[config.mk]
export PLATFORM = sky130hd
export DESIGN_NAME = rf_writeback_arbiter_flat
export DESIGN_NICKNAME = d
export VERILOG_FILES = /design/src/rtl/rf_wb_if.sv /design/src/rtl/rf_writeback_arbiter.sv /design/src/flat_wrapper.sv
export SDC_FILE = /design/constraint.sdc
export NUM_CORES = 1
export LEC_CHECK = 0
export BUFFER_PORTS_ARGS = -buffer_cell sky130_fd_sc_hd__buf_2
export CORE_MARGIN = 2
export CORE_UTILIZATION = 40
export DETAILED_ROUTE_END_ITERATION = 8
export PLACE_DENSITY_LB_ADDON = 0.05
export RECOVER_POWER = 25
export SLEW_MARGIN = 10
export SYNTH_ARGS = -nofsm -noshare
export SYNTH_HDL_FRONTEND = slang
export SYNTH_SLANG_ARGS = --single-unit
[constraint.sdc]
create_clock -name clk -period 3.2 [get_ports clk]
set_clock_uncertainty 0.2 [all_clocks]
set_input_delay 0.16 -clock clk [delete_from_list [all_inputs] [get_ports clk]]
set_output_delay 0.16 -clock clk [all_outputs]
set_load 0.05 [all_outputs]
[src/rtl/rf_wb_if.sv]
// Write-side bundle between execute/LSU/decode and the register-file writeback arbiter.
// master = the surrounding pipeline, slave = the arbiter.
interface rf_wb_if #(
  parameter int XLEN = 32,
  parameter int AW   = 5
);
  logic            alu_wb_valid;
  logic [AW-1:0]   alu_wb_rd;
  logic [XLEN-1:0] alu_wb_data;
  // MEM stream: a transfer happens on a posedge where mem_wb_valid & mem_wb_ready;
  // while valid & !ready the producer holds mem_wb_rd/mem_wb_data stable.
  logic            mem_wb_valid;
  logic            mem_wb_ready;
  logic [AW-1:0]   mem_wb_rd;
  logic [XLEN-1:0] mem_wb_data;
  logic            issue_valid;
  logic [AW-1:0]   issue_rd;
  logic [AW-1:0]   rs1;
  logic [AW-1:0]   rs2;
  logic            hazard_rs1;
  logic            hazard_rs2;
  logic            rf_we;
  logic [AW-1:0]   rf_wa;
  logic [XLEN-1:0] rf_wd;
  logic            hold_full;

  modport master (
    output alu_wb_valid, alu_wb_rd, alu_wb_data,
    output mem_wb_valid, mem_wb_rd, mem_wb_data,
    output issue_valid, issue_rd, rs1, rs2,
    input  mem_wb_ready, hazard_rs1, hazard_rs2,
    input  rf_we, rf_wa, rf_wd, hold_full
  );

  modport slave (
    input  alu_wb_valid, alu_wb_rd, alu_wb_data,
    input  mem_wb_valid, mem_wb_rd, mem_wb_data,
    input  issue_valid, issue_rd, rs1, rs2,
    output mem_wb_ready, hazard_rs1, hazard_rs2,
    output rf_we, rf_wa, rf_wd, hold_full
  );
endinterface

[src/rtl/rf_writeback_arbiter.sv]
// Merges the ALU and MEM writeback streams onto the single register-file write port,
// with a one-entry hold buffer for MEM results and a pending scoreboard for RAW stalls.
module rf_writeback_arbiter #(
  parameter int XLEN  = 32,
  parameter int NREGS = 32,
  parameter int AW    = 5
) (
  input logic   clk,
  input logic   reset_n,
  rf_wb_if.slave bus
);
  typedef enum logic {EMPTY = 1'b0, FULL = 1'b1} hold_state_t;

  hold_state_t     state, state_nx;
  logic [AW-1:0]   held_rd;
  logic [XLEN-1:0] held_data;
  logic [NREGS-1:0] pending, pending_nx, set_mask, clr_mask;

  logic            mem_xfer, capture;
  logic            sel_valid, clr_valid;
  logic [AW-1:0]   sel_rd, clr_rd;
  logic [XLEN-1:0] sel_data;

  assign bus.mem_wb_ready = (state == EMPTY);
  assign bus.hold_full    = (state == FULL);
  assign mem_xfer         = bus.mem_wb_valid & (state == EMPTY);

  // Priority: ALU, then held entry, then a fresh MEM transfer.
  always_comb begin
    state_nx  = state;
    capture   = 1'b0;
    sel_valid = 1'b0;
    sel_rd    = '0;
    sel_data  = '0;
    clr_valid = 1'b0;
    clr_rd    = '0;
    case (state)
      EMPTY: begin
        if (bus.alu_wb_valid) begin
          sel_valid = 1'b1;
          sel_rd    = bus.alu_wb_rd;
          sel_data  = bus.alu_wb_data;
          if (mem_xfer) begin
            // MEM result already overwritten by a younger ALU write: drop it.
            if (bus.alu_wb_rd == bus.mem_wb_rd && bus.alu_wb_rd != '0) begin
              clr_valid = 1'b1;
              clr_rd    = bus.mem_wb_rd;
            end else begin
              capture  = 1'b1;
              state_nx = FULL;
            end
          end
        end else if (mem_xfer) begin
          sel_valid = 1'b1;
          sel_rd    = bus.mem_wb_rd;
          sel_data  = bus.mem_wb_data;
          clr_valid = 1'b1;
          clr_rd    = bus.mem_wb_rd;
        end
      end
      FULL: begin
        if (bus.alu_wb_valid) begin
          sel_valid = 1'b1;
          sel_rd    = bus.alu_wb_rd;
          sel_data  = bus.alu_wb_data;
          if (bus.alu_wb_rd == held_rd && held_rd != '0) begin
            clr_valid = 1'b1;
            clr_rd    = held_rd;
            state_nx  = EMPTY;
          end
        end else begin
          sel_valid = 1'b1;
          sel_rd    = held_rd;
          sel_data  = held_data;
          clr_valid = 1'b1;
          clr_rd    = held_rd;
          state_nx  = EMPTY;
        end
      end
      default: state_nx = EMPTY;
    endcase
  end

  // Set beats clear for the same register; x0 never pends.
  always_comb begin
    set_mask   = '0;
    clr_mask   = '0;
    if (bus.issue_valid) set_mask[bus.issue_rd] = 1'b1;
    if (clr_valid)       clr_mask[clr_rd]       = 1'b1;
    pending_nx    = (pending & ~clr_mask) | set_mask;
    pending_nx[0] = 1'b0;
  end

  always_ff @(posedge clk) begin
    if (!reset_n) begin
      state   <= EMPTY;
      pending <= '0;
    end else begin
      state   <= state_nx;
      pending <= pending_nx;
    end
  end

  always_ff @(posedge clk) begin
    if (!reset_n) begin
      held_rd   <= '0;
      held_data <= '0;
    end else if (capture) begin
      held_rd   <= bus.mem_wb_rd;
      held_data <= bus.mem_wb_data;
    end
  end

  always_ff @(posedge clk) begin
    if (!reset_n) begin
      bus.rf_we <= 1'b0;
      bus.rf_wa <= '0;
      bus.rf_wd <= '0;
    end else begin
      bus.rf_we <= sel_valid & (sel_rd != '0);
      if (sel_valid) begin
        bus.rf_wa <= sel_rd;
        bus.rf_wd <= sel_data;
      end
    end
  end

  assign bus.hazard_rs1 = (bus.rs1 != '0) &
                          (pending[bus.rs1] | ((state == FULL) & (held_rd == bus.rs1)));
  assign bus.hazard_rs2 = (bus.rs2 != '0) &
                          (pending[bus.rs2] | ((state == FULL) & (held_rd == bus.rs2)));
endmodule

[src/flat_wrapper.sv]
// flat-port wrapper written by rule: the top's interface ports become plain ports
module rf_writeback_arbiter_flat 
#(
  parameter int XLEN  = 32,
  parameter int NREGS = 32,
  parameter int AW    = 5
)
  (clk, reset_n, bus_alu_wb_valid, bus_alu_wb_rd, bus_alu_wb_data, bus_mem_wb_valid, bus_mem_wb_rd, bus_mem_wb_data, bus_issue_valid, bus_issue_rd, bus_rs1, bus_rs2, bus_mem_wb_ready, bus_hazard_rs1, bus_hazard_rs2, bus_rf_we, bus_rf_wa, bus_rf_wd, bus_hold_full);
  rf_wb_if #(.XLEN(XLEN), .AW(AW)) bus_i ();
  input logic clk;
  input logic reset_n;
  input wire logic [$bits(bus_i.alu_wb_valid)-1:0] bus_alu_wb_valid;
  input wire logic [$bits(bus_i.alu_wb_rd)-1:0] bus_alu_wb_rd;
  input wire logic [$bits(bus_i.alu_wb_data)-1:0] bus_alu_wb_data;
  input wire logic [$bits(bus_i.mem_wb_valid)-1:0] bus_mem_wb_valid;
  input wire logic [$bits(bus_i.mem_wb_rd)-1:0] bus_mem_wb_rd;
  input wire logic [$bits(bus_i.mem_wb_data)-1:0] bus_mem_wb_data;
  input wire logic [$bits(bus_i.issue_valid)-1:0] bus_issue_valid;
  input wire logic [$bits(bus_i.issue_rd)-1:0] bus_issue_rd;
  input wire logic [$bits(bus_i.rs1)-1:0] bus_rs1;
  input wire logic [$bits(bus_i.rs2)-1:0] bus_rs2;
  output wire logic [$bits(bus_i.mem_wb_ready)-1:0] bus_mem_wb_ready;
  output wire logic [$bits(bus_i.hazard_rs1)-1:0] bus_hazard_rs1;
  output wire logic [$bits(bus_i.hazard_rs2)-1:0] bus_hazard_rs2;
  output wire logic [$bits(bus_i.rf_we)-1:0] bus_rf_we;
  output wire logic [$bits(bus_i.rf_wa)-1:0] bus_rf_wa;
  output wire logic [$bits(bus_i.rf_wd)-1:0] bus_rf_wd;
  output wire logic [$bits(bus_i.hold_full)-1:0] bus_hold_full;
  assign bus_i.alu_wb_valid = bus_alu_wb_valid;
  assign bus_i.alu_wb_rd = bus_alu_wb_rd;
  assign bus_i.alu_wb_data = bus_alu_wb_data;
  assign bus_i.mem_wb_valid = bus_mem_wb_valid;
  assign bus_i.mem_wb_rd = bus_mem_wb_rd;
  assign bus_i.mem_wb_data = bus_mem_wb_data;
  assign bus_i.issue_valid = bus_issue_valid;
  assign bus_i.issue_rd = bus_issue_rd;
  assign bus_i.rs1 = bus_rs1;
  assign bus_i.rs2 = bus_rs2;
  assign bus_mem_wb_ready = bus_i.mem_wb_ready;
  assign bus_hazard_rs1 = bus_i.hazard_rs1;
  assign bus_hazard_rs2 = bus_i.hazard_rs2;
  assign bus_rf_we = bus_i.rf_we;
  assign bus_rf_wa = bus_i.rf_wa;
  assign bus_rf_wd = bus_i.rf_wd;
  assign bus_hold_full = bus_i.hold_full;
  rf_writeback_arbiter #(.XLEN(XLEN), .NREGS(NREGS), .AW(AW)) u_core (.clk(clk), .reset_n(reset_n), .bus(bus_i));
endmodule
# ---- After elaboration in Yosys (flattened, before gate mapping)
# Index checks and enable logic that the tools add are counted.
dict set report classes {
  n_addsub 0
  mul 0
  div 0
  magnitude_cmp 6
  eq_ne 4
  n_shift 0
  muxes 40
  n_bitwise 12
  reduce_logical 9
}
# cell n
set ops {}
lappend ops {{2-to-1 mux 32 bit} 5}
lappend ops {{one-hot mux 32 bit (2 select lines)} 1}
lappend ops {{2-to-1 mux 5 bit} 8}
lappend ops {{AND 32 bit} 1}
lappend ops {{inverter 32 bit} 1}
lappend ops {{OR 32 bit} 1}
lappend ops {{nonzero test 5 bit} 5}
lappend ops {{less-than comparator 5 x 6 -> 1 bit (second input constant)} 4}
lappend ops {{== test 5 bit} 4}
lappend ops {{one-hot mux 5 bit (2 select lines)} 2}
lappend ops {{2-to-1 mux 1 bit} 17}
lappend ops {{binary-select mux 1 bit (select 5 bit)} 2}
lappend ops {{demux 1 bit (select 5 bit)} 2}
lappend ops {{greater-or-equal comparator 5 x 1 -> 1 bit (second input constant)} 2}
lappend ops {{AND 1 bit} 6}
lappend ops {{one-hot mux 1 bit (2 select lines)} 3}
lappend ops {{logical AND 1 bit} 4}
lappend ops {{OR 1 bit} 2}
lappend ops {{inverter 1 bit} 1}
dict set report totals {
  register_bits 108
  latchBits 0
  mem_bits_rw 0
  mem_bits_ro 0
  in_bits 94
  out_inout_bits 42
  elab_cells 79
  n_memories 0
}

# ---- Longest topological paths before layout
# Gate-level depths: netlist (run 1).
dict set report logic_depth {
  depth_word 14
  ltp_mapped 9
  ltp_nobuf 7
}

# ---- Worst setup path after synthesis (run 1)
# Ideal clock, no wire load.
dict set report synth_timing {
  kind {reg2out}
  startpoint {reg u_core.state, in the netlist u_core.bus.hold_full}
  endpoint {out bus_hazard_rs2}
  arrival_ps 2797
  required_time_ps 2840
  setup_slack_ps 43
  path_stages_with_launch 8
  path_buffers 1
  cell_sequence {dfxtp_1 clkbuf_1 inv_2 nor3_1 o22ai_1 o21ai_0 o21ai_0 o21ai_0}
}
dict set report synth_between {
  elab_chain_len 3
}
# item line
set synth_rtl {}
lappend synth_rtl {{start: declaration} rf_writeback_arbiter.sv:14} ;# hold_state_t state, state_nx;
lappend synth_rtl {{start signal: assignment} rf_writeback_arbiter.sv:99} ;# state <= state_nx;
lappend synth_rtl {{AND 1 bit} rf_writeback_arbiter.sv:131} ;# (pending[bus.rs2] | ((state == FULL) & (held_rd == bus.rs2)));
lappend synth_rtl {{OR 1 bit} rf_writeback_arbiter.sv:131}
lappend synth_rtl {{AND 1 bit} rf_writeback_arbiter.sv:130} ;# assign bus.hazard_rs2 = (bus.rs2 != '0) &
lappend synth_rtl {{end: declaration} flat_wrapper.sv:24} ;# output wire logic [$bits(bus_i.hazard_rs2)-1:0] bus_hazard_rs2;
# No other way between the ends.

# ---- Worst setup path after layout (run 1)
dict set report layout_timing {
  startpoint {reg u_core.held_rd[0]}
  endpoint {out bus_hazard_rs2}
}
dict set report layout_between {
  elab_chain_len 4
}
# item line
set layout_rtl {}
lappend layout_rtl {{start: declaration} rf_writeback_arbiter.sv:15} ;# logic [AW-1:0] held_rd;
lappend layout_rtl {{start signal: assignment} rf_writeback_arbiter.sv:109} ;# held_rd <= bus.mem_wb_rd;
lappend layout_rtl {{== test 5 bit} rf_writeback_arbiter.sv:131}
lappend layout_rtl {{AND 1 bit} rf_writeback_arbiter.sv:131}
lappend layout_rtl {{OR 1 bit} rf_writeback_arbiter.sv:131}
lappend layout_rtl {{AND 1 bit} rf_writeback_arbiter.sv:130}
# No other way between the ends.

==> run summary, run 1 <==
status - finished clean
Layout area overhead - 30.77%
Finished Cell Area - 7567 um^2
Worst slew margin - 43.35%
worst r2r src - u_core.held_rd[0]$_SDFFE_PN0P_
full die area - 15450 um^2
Cell Pwr Density - 455.2 nW/um^2
# setup viols final - 0
core area - 13990 um^2
Critical Path Sink Type - primary output
WP data required - 2.84 ns
Clock Path Buffers - 2
WL/cell - 17.37 um
num rows - 43
# IOs - 136
top cells by area, synth - dfxtp_1 (37%), mux2i_1 (6.9%), mux4_2 (6.2%), o221ai_1 (4.8%), o2bb2ai_1 (4.8%)
largest net degree at the start of global routing - 67
Net Count, Synth - 725
number of synthesized flops with an enable pin - 0
Mapped Avg Cell Area - 9.171 um^2
Slew Limit Fails - 0
routed wl met2 - 8018 um
Peak Freq - 360.1 MHz
DR iter-0 viols - 387
global-route wire length before repair - 28150 um
initial antenna violation count - 0
vias per inst - 5.649
synthesized flop and latch total - 107
dpl ws - 0.5765 ns
number of buffers added on ports - 135
Leak - 2.758 nW
FILL cells - 1320
Overflow after GRT - 0
Crit Path Max Fanout - 12
Seq/Total Area, Yosys - 37.02%
Top FF cell, synth - dfxtp_1
hold path depth - 3
vias in the first global route - 5451
reg2reg end - u_core.pending[5]$_SDFF_PN0_
number of diodes - 0
R2R setup slack - 0.49 ns
Routability Congestion - 0.8627
minimum clock period - 2.777 ns
synthesis warning total - 0
Setup crit start kind - register
routed vias - 5564
hold_ws - 0.009477 ns
Worst VDD drop - 321.4 uV
PnR Total Power - 3.445 mW
Critical Path AT - 2.42 ns
Fin. Hold Viols - 0
Clk Latency, worst-skew pair - 0.35 ns
area of the multi-input gates - 3378 um^2
measured slew at the worst slew-check pin - 0.8479 ns
CTS H-Tree Depth - 3
Hold EP - u_core.bus.rf_we$_SDFF_PN0_
clock sink count - 107
met1 WL - 7949 um
final worst setup slack - 0.4231 ns
share of cells above drive strength 1 - 20.12%
Netlist cell types - 67
Highest Signal Layer - met4
Synth Instances - 631
CP Class - reg -> out
Post-Syn Area - 5787 um^2
fin cells - 985
met3 WL - 796 um
max cap viols - 0
buffer count from post-CTS setup fixing - 0
Cells after DPL - 895
Finished Core Util - 54.10%
CTS Buf Count - 9
router iterations before antenna repair - 5
worst r2r path cells - 7
RSZ-0062 raised after global routing - no
Fin Setup TNS - 0 ns
Die W - 124.3 um
Synth area leader - dfxtp_1
hold_sp - bus_alu_wb_rd[0]
post-synthesis async set-or-reset flop share - 0%
Post-CTS Resized - 0
Die Y - 124.3 um
All-Layer GR Usage - 21.90%
Final period util - 86.78%
TritonCTS clock tree - done
post-synth top area share - 37.02%
Seq. cell area - 2143 um^2
post-place instance area - 6538 um^2
starting density of the core - 41.37%
total wire length - 17110 um
final net count - 894
ANT nets after route - 0
clock-pin slew on the worst setup and hold paths - 0.08 ns
Hold Crit Class - in -> reg
Post-route DRC - 0
post-DP HPWL - 11530 um
Root Driver - clkbuf_16
kinds of logic after synthesis:
logic type                Yosys count  share of synthesized area (%)
muxes                              57                          13.34
and+or+nand+nor                   179                          15.89
DFF                               107                          37.02
buffers and inverters              66                          4.735
AOI/OAI and AO/OA                 202                          25.73
xor gates and xnor gates           20                          3.287
area by class of cell:
type / instances / area share [%]
Multi-Input combinational cell: 458 / 44.64
Sequential cell: 107 / 28.32
Timing Repair Buffer: 218 / 19.33
Clock buffer: 10 / 3.158
Tap cell: 180 / 2.976
Clock inverter: 6 / 1.273
Inverter: 6 / 0.2976
critical path: stages, from the launching register on:
cell     delay [ns]
dfxtp_1        0.68
xnor2_1        0.18
nand4_1        0.09
nor3_1         0.35
o22ai_1        0.14
o21ai_0        0.15
o21ai_0        0.08
o21ai_0        0.12
buf_2          0.28
cells in the mapped netlist (all sizes together), types with 2 or more instances:
master / n
nand4: 5
o2bb2ai: 32
a21oi: 39
clkbuf: 36
a221oi: 2
or4: 2
nor4: 2
mux4: 16
xor2: 3
nand3b: 4
and2: 2
nand3: 10
o21a: 4
nor3b: 2
or3b: 2
o22ai: 6
nand2: 43
o32a: 2
xnor2: 17
or2: 3
a22oi: 2
a32o: 13
dfxtp: 107
nor3: 9
inv: 5
o32ai: 2
a31oi: 4
nor2: 46
o21ai: 35
nor2b: 42
a21boi: 10
o221ai: 32
buf: 24
o211ai: 10
mux2i: 40
repair_timing:
item	4_1_cts	5_1_grt
hold buffers	74	0
hold endpoints to repair	74	0
endpoints found under the setup margin	0	0
flip-flops by register name, indices dropped and copies added, names as in the netlist:
signal,cells
u_core.bus.hold_full,1
u_core.bus.rf_wa,5
u_core.bus.rf_wd,32
u_core.bus.rf_we,1
u_core.held_data,32
u_core.held_rd,5
u_core.pending,31
placed cells by master, fill, tap and decap left out, types with 5 or more instances in the layout:
cell type	synthesis	layout
a21boi_1	7	7
a21oi_1	39	39
a32o_1	13	13
buf_2	12	98
buf_4	3	7
clkbuf_1	36	37
clkbuf_16	0	9
dfxtp_1	107	106
dlygate4sd3_1	0	74
mux2i_1	40	40
mux4_2	16	16
nand2_1	42	42
nand3_1	8	8
nor2_1	46	45
nor2b_1	42	42
nor3_1	9	9
o211ai_1	9	9
o21ai_0	26	26
o21ai_1	9	9
o221ai_1	32	32
o22ai_1	5	5
o2bb2ai_1	32	32
xnor2_1	15	15
worst max path at each step:
stage	start	endpoint	slack, ns	depth (start not counted)
2_1_floorplan	u_core.bus.hold_full$_SDFF_PN0_	bus_hazard_rs2	0.04	7
3_3_place_gp	u_core.held_rd[0]$_SDFFE_PN0P_	u_core.pending[5]$_SDFF_PN0_	0.66	7
3_5_place_dp	u_core.held_rd[0]$_SDFFE_PN0P_	u_core.pending[5]$_SDFF_PN0_	0.58	7
4_1_cts	u_core.held_rd[0]$_SDFFE_PN0P_	bus_hazard_rs2	0.43	8
5_1_grt	u_core.held_rd[0]$_SDFFE_PN0P_	bus_hazard_rs2	0.09	8
6_report	u_core.held_rd[0]$_SDFFE_PN0P_	bus_hazard_rs2	0.42	8
per-layer routing:
metal  up-vias  global-route usage [%]
met2       161                   35.33
met3        26                   3.393
met4         0                   7.997
met1      2674                   29.76
li1       2703                       -
met5         -                       0
power breakdown:
part / internal, mW / switching, mW / total (mW)
logic: 0.285 / 0.453 / 0.737
registers: 1.40 / 0.0516 / 1.45
clock network: 0.716 / 0.537 / 1.25
Power figures use the tool's default switching activity.
==> run 2: changes to the inputs <==
--- a/config.mk
+++ b/config.mk
@@ -9,7 +9,7 @@
 export CORE_MARGIN = 2
 export CORE_UTILIZATION = 40
 export DETAILED_ROUTE_END_ITERATION = 8
-export PLACE_DENSITY_LB_ADDON = 0.05
+export PLACE_DENSITY = 0.72
 export RECOVER_POWER = 25
 export SLEW_MARGIN = 10
 export SYNTH_ARGS = -nofsm -noshare
==> run summary, run 2 (synthesis results as in run 1) <==
status - finished clean
combinational power share - 22.6% (+1.2 points)
router iterations before antenna repair - 5 (unchanged)
Power Internal - 2.235 mW (-7.0%)
Critical Path Sink Type - primary output
Clock Power Share - 32.8% (-3.6 points)
clock sink count - 107 (unchanged)
vias in the first global route - 5513 (+1.1%)
post-place instance area - 6520 um^2 (-0.27%)
starting density of the core - 41.37% (unchanged)
# setup viols final - 0 (unchanged)
share of cells above drive strength 1 - 20.02% (-0.099 points)
RSZ-0062 raised after global routing - no
Fin. Hold Viols - 0 (unchanged)
max cap viols - 0 (unchanged)
Post-route DRC - 0 (unchanged)
Reg power frac - 44.6% (+2.4 points)
Slew Limit Fails - 0 (unchanged)
most common cell after layout, fill and taps aside - dfxtp_1
crit-path most repeated cell - o21ai_0
routed vias - 5649 (+1.5%)
Final period util - 89.00% (+2.2 points)
WP data required - 2.84 ns (about the same)
Clock Path Buffers - 2 (unchanged)
crit path cell chain - xnor2_1 > nand4_1 > nor3_1 > o22ai_1 > o21ai_0 > o21ai_0 > o21ai_0 > buf_2
DR iter-0 viols - 385 (-0.52%)
global-route wire length before repair - 27910 um (-0.83%)
minimum clock period - 2.848 ns (+0.07116 ns)
max incr delay on CP - 0.68 ns (about the same)
Worst slew margin - 39.47% (-3.9 points)
Switching Fraction - 31.45% (+1.2 points)
Peak Freq - 351.1 MHz (-2.5%)
Setup crit start kind - register
hold_ws - 0.005693 ns (-0.003784 ns)
number of diodes - 0 (unchanged)
Hold Crit Class - in -> reg
P_sw - 1.025 mW (-1.5%)
WL/cell - 17.30 um (-0.43%)
Fin Setup TNS - 0 ns (unchanged)
final net count - 894 (unchanged)
All-Layer GR Usage - 21.75% (-0.15 points)
Overflow after GRT - 0 (unchanged)
top flop regs - u_core.bus.rf_wd: 32 flops, u_core.held_data: 32 flops, u_core.pending: 31 flops
num rows - 43 (unchanged)
Critical Path AT - 2.49 ns (+0.07 ns)
commonest cells after routing, fill and taps aside - dfxtp_1 (106), buf_2 (98), dlygate4sd3_1 (73)
number of buffers added on ports - 135 (unchanged)
initial antenna violation count - 1 (+1)
Worst VDD drop - 408.5 uV (+27%)
Finished Cell Area - 7480 um^2 (-1.2%)
Leak - 2.723 nW (-1.3%)
Post-CTS Resized - 0 (unchanged)
Die W - 124.3 um (unchanged)
# IOs - 136 (unchanged)
largest net degree at the start of global routing - 68 (+1.5%)
total wire length - 17020 um (-0.53%)
TritonCTS clock tree - done
ANT nets after route - 0 (unchanged)
post-DP HPWL - 10910 um (-5.4%)
Layout area overhead - 29.25%
core area - 13990 um^2 (unchanged)
Routability Congestion - 0.8825 (+2.3%)
CTS H-Tree Depth - 3 (unchanged)
critical path's slowest cell - dfxtp_1
Crit Path Max Fanout - 12 (unchanged)
full die area - 15450 um^2 (unchanged)
vias per inst - 5.741 (+1.6%)
clock-pin slew on the worst setup and hold paths - 0.07 ns (about the same)
Clk Latency, worst-skew pair - 0.35 ns (about the same)
Die Y - 124.3 um (unchanged)
measured slew at the worst slew-check pin - 0.9060 ns (+0.05815 ns)
Cell Pwr Density - 435.9 nW/um^2 (-4.2%)
CTS Buf Count - 9 (unchanged)
Root Driver - clkbuf_16
CP Class - reg -> out
run 2: worst paths after layout:
kind | startpoint | endpoint | slack, ns | cells past startpoint
hold reg to reg | u_core.bus.rf_wa[0]$_SDFFE_PN0P_ | u_core.bus.rf_wa[0]$_SDFFE_PN0P_ | 0.28 | 2
setup reg to reg | u_core.held_rd[0]$_SDFFE_PN0P_ | u_core.pending[6]$_SDFF_PN0_ | 0.60 | 7
setup / recovery | u_core.held_rd[2]$_SDFFE_PN0P_ | bus_hazard_rs2 | 0.35 | 8
hold / removal | bus_mem_wb_rd[4] | u_core.held_rd[4]$_SDFFE_PN0P_ | 0.006 | 3
run 2: timing repair:
item / CTS / global route
hold endpoints to repair: 73 / 0
endpoints found under the setup margin: 0 / 0
hold buffers: 73 / 0
setup buffers: 0 / 0
run 2: critical path: cells and delay by family (launching register included):
kind / cells / cell delay [ns]
AOI/OAI and AO/OA: 4 / 0.50
xor gates and xnor gates: 1 / 0.18
buffers and inverters: 1 / 0.28
DFF: 1 / 0.68
and+or+nand+nor: 2 / 0.51
run 2: routing by layer:
layer	wire length (um)	part of all wire (%)	vias to the layer above	track usage, %
met5	13	0.076	-	0
met3	1200	7.1	24	6.186
li1	-	-	2704	-
met4	234	1.4	2	5.552
met2	8207	48	240	36.35
met1	7362	43	2679	27.67
run 2: final cells by class:
cell class,instances,area [um^2]
inverter,6,22.52
timing repair buffer,218,1435
tap,180,225.2
clock buffer,11,242.7
clock inverter,4,32.53
sequential,107,2143
multi-input combinational,458,3378
fill,1298,6509
run 2: power groups by stage:
| stage | sequential [mW] | combinational, mW | clock (mW) |
|---|---|---|---|
| 2_1_floorplan | 1.61 | 0.349 | 0 |
| 3_3_place_gp | 1.48 | 0.666 | 0 |
| 3_5_place_dp | 1.48 | 0.672 | 0 |
| 4_1_cts | 1.45 | 0.741 | 1.09 |
| 5_1_grt | 1.46 | 0.793 | 1.14 |
| 6_report | 1.45 | 0.737 | 1.07 |
run 2: through the flow:
| stage | std cells | worst slack (ns) | power, mW | utilization [%] |
|---|---|---|---|---|
| after floorplan | 631 | 0.04271 | 1.959 | - |
| after global routing | 984 | 0.1805 | 3.399 | 53.47 |
| after CTS | 984 | 0.3724 | 3.281 | 53.80 |
| after detailed placement | 896 | 0.6787 | 2.150 | 46.61 |
| final | 984 | 0.3519 | 3.260 | 53.47 |
| after global placement | 896 | 0.7060 | 2.145 | 46.61 |
==> run 3: changes to the inputs <==
--- a/config.mk
+++ b/config.mk
@@ -5,11 +5,12 @@
 export SDC_FILE = /design/constraint.sdc
 export NUM_CORES = 1
 export LEC_CHECK = 0
-export BUFFER_PORTS_ARGS = -buffer_cell sky130_fd_sc_hd__buf_2
+export ABC_AREA = 1
 export CORE_MARGIN = 2
 export CORE_UTILIZATION = 40
 export DETAILED_ROUTE_END_ITERATION = 8
-export PLACE_DENSITY = 0.72
+export DONT_BUFFER_PORTS = 1
+export PLACE_DENSITY = 0.64
 export RECOVER_POWER = 25
 export SLEW_MARGIN = 10
 export SYNTH_ARGS = -nofsm -noshare
==> run summary, run 3 <==
status - finished clean
fin cells - 1048 (+6.5%)
number of synthesized flops with an enable pin - 0 (unchanged)
buffer count from post-CTS setup fixing - 0 (unchanged)
Die Y - 121.6 um (-2.1%)
reg2reg end - u_core.bus.rf_wd[30]$_SDFFE_PN0P_
Slew Limit Fails - 0 (unchanged)
RSZ-0062 raised after global routing - no
global-route wire length before repair - 29190 um (+4.6%)
Fin. Hold Viols - 0 (unchanged)
most frequent cell after synthesis - nand2_1
Final period util - 82.92% (-6.1 points)
clock-pin slew on the worst setup and hold paths - 0.08 ns (about the same)
R2R setup slack - 0.55 ns (-0.05 ns)
CTS Buf Count - 9 (unchanged)
ANT nets after route - 0 (unchanged)
Crit Path Max Fanout - 22 (+10)
synthesized flop and latch total - 107 (unchanged)
max cap viols - 0 (unchanged)
measured slew at the worst slew-check pin - 1.101 ns (+0.1950 ns)
Root Driver - clkbuf_16
Synth area leader - dfxtp_1
DR iter-0 viols - 544 (+41%)
CP Class - reg -> reg
met1 WL - 7661 um (+4.1%)
Post-CTS Resized - 0 (unchanged)
Routability Congestion - 0.8825 (unchanged)
most common cell after layout, fill and taps aside - nand2_1
commonest cells in the netlist - nand2_1 (173), a21oi_1 (109), dfxtp_1 (107), inv_1 (93), o21ai_0 (62)
Leak - 2.534 nW (-6.9%)
largest net degree at the start of global routing - 65 (-4.4%)
Cell Pwr Density - 457.0 nW/um^2 (+4.8%)
initial antenna violation count - 0 (-1)
TritonCTS clock tree - done
Worst VDD drop - 320.6 uV (-22%)
final net count - 962 (+7.6%)
Overflow after GRT - 0 (unchanged)
Clock Path Buffers - 2 (unchanged)
Setup crit start kind - register
# setup viols final - 0 (unchanged)
CTS H-Tree Depth - 3 (unchanged)
commonest cells after routing, fill and taps aside - nand2_1 (173), a21oi_1 (109), dfxtp_1 (107)
Netlist cell types - 36 (-46%)
Net Count, Synth - 893 (+23%)
Worst slew margin - 26.04% (-13 points)
Layout area overhead - 24.23%
Cells after DPL - 938 (+4.7%)
clock sink count - 107 (unchanged)
total wire length - 18060 um (+6.1%)
Peak Freq - 376.9 MHz (+7.3%)
post-synthesis async set-or-reset flop share - 0% (unchanged)
routed wl met2 - 8428 um (+2.7%)
top flop regs - u_core.bus.rf_wd: 32 flops, u_core.held_data: 32 flops, u_core.pending: 31 flops
routed vias - 5935 (+5.1%)
Hold Buf Count CTS - 95 (+30%)
Finished Cell Area - 6877 um^2 (-8.1%)
num rows - 42 (-2.3%)
Clk Latency, worst-skew pair - 0.36 ns (about the same)
share of cells above drive strength 1 - 6.651% (-13 points)
met3 WL - 1509 um (+26%)
worst r2r path cells - 7 (unchanged)
full die area - 14800 um^2 (-4.2%)
All-Layer GR Usage - 24.72% (+3.0 points)
Highest Signal Layer - met4
FILL cells - 1321 (+1.8%)
number of diodes - 0 (unchanged)
vias per inst - 5.663 (-1.4%)
post-place instance area - 5637 um^2 (-14%)
synthesis warning total - 0 (unchanged)
Post-route DRC - 0 (unchanged)
worst setup path endpoint - u_core.bus.rf_wd[30]$_SDFFE_PN0P_
starting density of the core - 41.31% (-0.061 points)
Mapped Avg Cell Area - 6.928 um^2 (-24%)
Die W - 121.6 um (-2.1%)
vias in the first global route - 5695 (+3.3%)
Synth Instances - 799 (+27%)
router iterations before antenna repair - 6 (+1)
top cells by area, synth - dfxtp_1 (39%), nand2_1 (12%), a21oi_1 (9.9%), inv_1 (6.3%), o21ai_0 (5.6%)
Critical Path Sink Type - register
crit path from - u_core.bus.hold_full$_SDFF_PN0_
post-synth top area share - 38.70% (+1.7 points)
WP data required - 3.29 ns (+0.45 ns)
core area - 13400 um^2 (-4.2%)
number of buffers added on ports - 0 (-100%)
Finished Core Util - 51.32% (-2.2 points)
WL/cell - 17.23 um (-0.39%)
final worst setup slack - 0.5467 ns (+0.1947 ns)
Post-Syn Area - 5535 um^2 (-4.3%)
post-DP HPWL - 11630 um (+6.6%)
Seq/Total Area, Yosys - 38.70% (+1.7 points)
hold_ws - 0.003949 ns (-0.001744 ns)
Fin Setup TNS - 0 ns (unchanged)
dpl ws - 1.016 ns (+0.3371 ns)
worst r2r src - u_core.bus.hold_full$_SDFF_PN0_
Hold Crit Class - in -> reg
PnR Total Power - 3.143 mW (-3.6%)
Top FF cell, synth - dfxtp_1
# IOs - 136 (unchanged)
minimum clock period - 2.653 ns (-0.1947 ns)
Critical Path AT - 2.74 ns (+0.25 ns)
## run 3: cell types whose count changed in the layout (fill, tap and decap cells not counted), moves of 30 or more
cell	previous run	this run
a21oi_1	39	109
a221oi_1	1	31
buf_2	98	0
clkbuf_1	38	0
inv_1	4	93
mux2i_1	40	0
nand2_1	42	173
nand3_1	8	38
nor2b_1	42	0
nor3_1	9	39
o21ai_0	26	62
o2bb2ai_1	32	0
## run 3: critical path: stages, from the launching register on
cell	delay, ns
dfxtp_1	0.33
nor2_1	0.30
inv_1	0.14
nor2_2	0.51
buf_12	0.25
a221oi_1	0.09
dlygate4sd3_1	0.61
a21oi_1	0.13
## run 3: cell type report
class                           count  area, um^2  area share, %
Multi-Input combinational cell    548        2838          41.27
Clock buffer                        9       225.2          3.275
Tap cell                          176       220.2          3.202
Sequential cell                   107        2142          31.15
Clock inverter                      6       43.79         0.6368
Timing Repair Buffer              101        1028          14.96
Inverter                          101       379.1          5.513
## run 3: report_power, final
group	total (mW)	internal [mW]	switching, mW
combinational	0.508	0.206	0.302
sequential	1.58	1.41	0.172
clock	1.06	0.525	0.530
total	3.14	2.14	1.00
## run 3: cell families (layout without fill, tap and decap cells)
group / Yosys count / after routing / synth area share (%)
xor+xnor: 2 / 2 / 0.3165
compound gates: 248 / 248 / 27.28
simple gates: 298 / 298 / 23.44
buf+inv: 144 / 217 / 10.26
flops: 107 / 107 / 38.70
## run 3: how the worst min path moves through the flow
| stage | startpoint | endpoint | slack [ns] | depth (start not counted) |
|---|---|---|---|---|
| CTS | bus_alu_wb_rd[3] | u_core.bus.rf_wa[3]$_SDFFE_PN0P_ | 0.002 | 6 |
| detailed placement | reset_n | u_core.bus.rf_wa[2]$_SDFFE_PN0P_ | 0.07 | 2 |
| floorplan | bus_mem_wb_data[21] | u_core.bus.rf_wd[21]$_SDFFE_PN0P_ | 0.11 | 2 |
| global route | bus_alu_wb_valid | u_core.bus.rf_wd[16]$_SDFFE_PN0P_ | 0.03 | 3 |
| global placement | reset_n | u_core.bus.rf_wa[3]$_SDFFE_PN0P_ | 0.06 | 2 |
| finish | bus_alu_wb_rd[3] | u_core.bus.rf_wa[3]$_SDFFE_PN0P_ | 0.004 | 6 |
## run 3: layer usage
| layer | global-route usage [%] | up-vias |
|---|---|---|
| met1 | 31.61 | 2711 |
| met4 | 9.339 | 0 |
| met5 | 0 | - |
| li1 | - | 2877 |
| met2 | 40.80 | 310 |
| met3 | 5.524 | 37 |
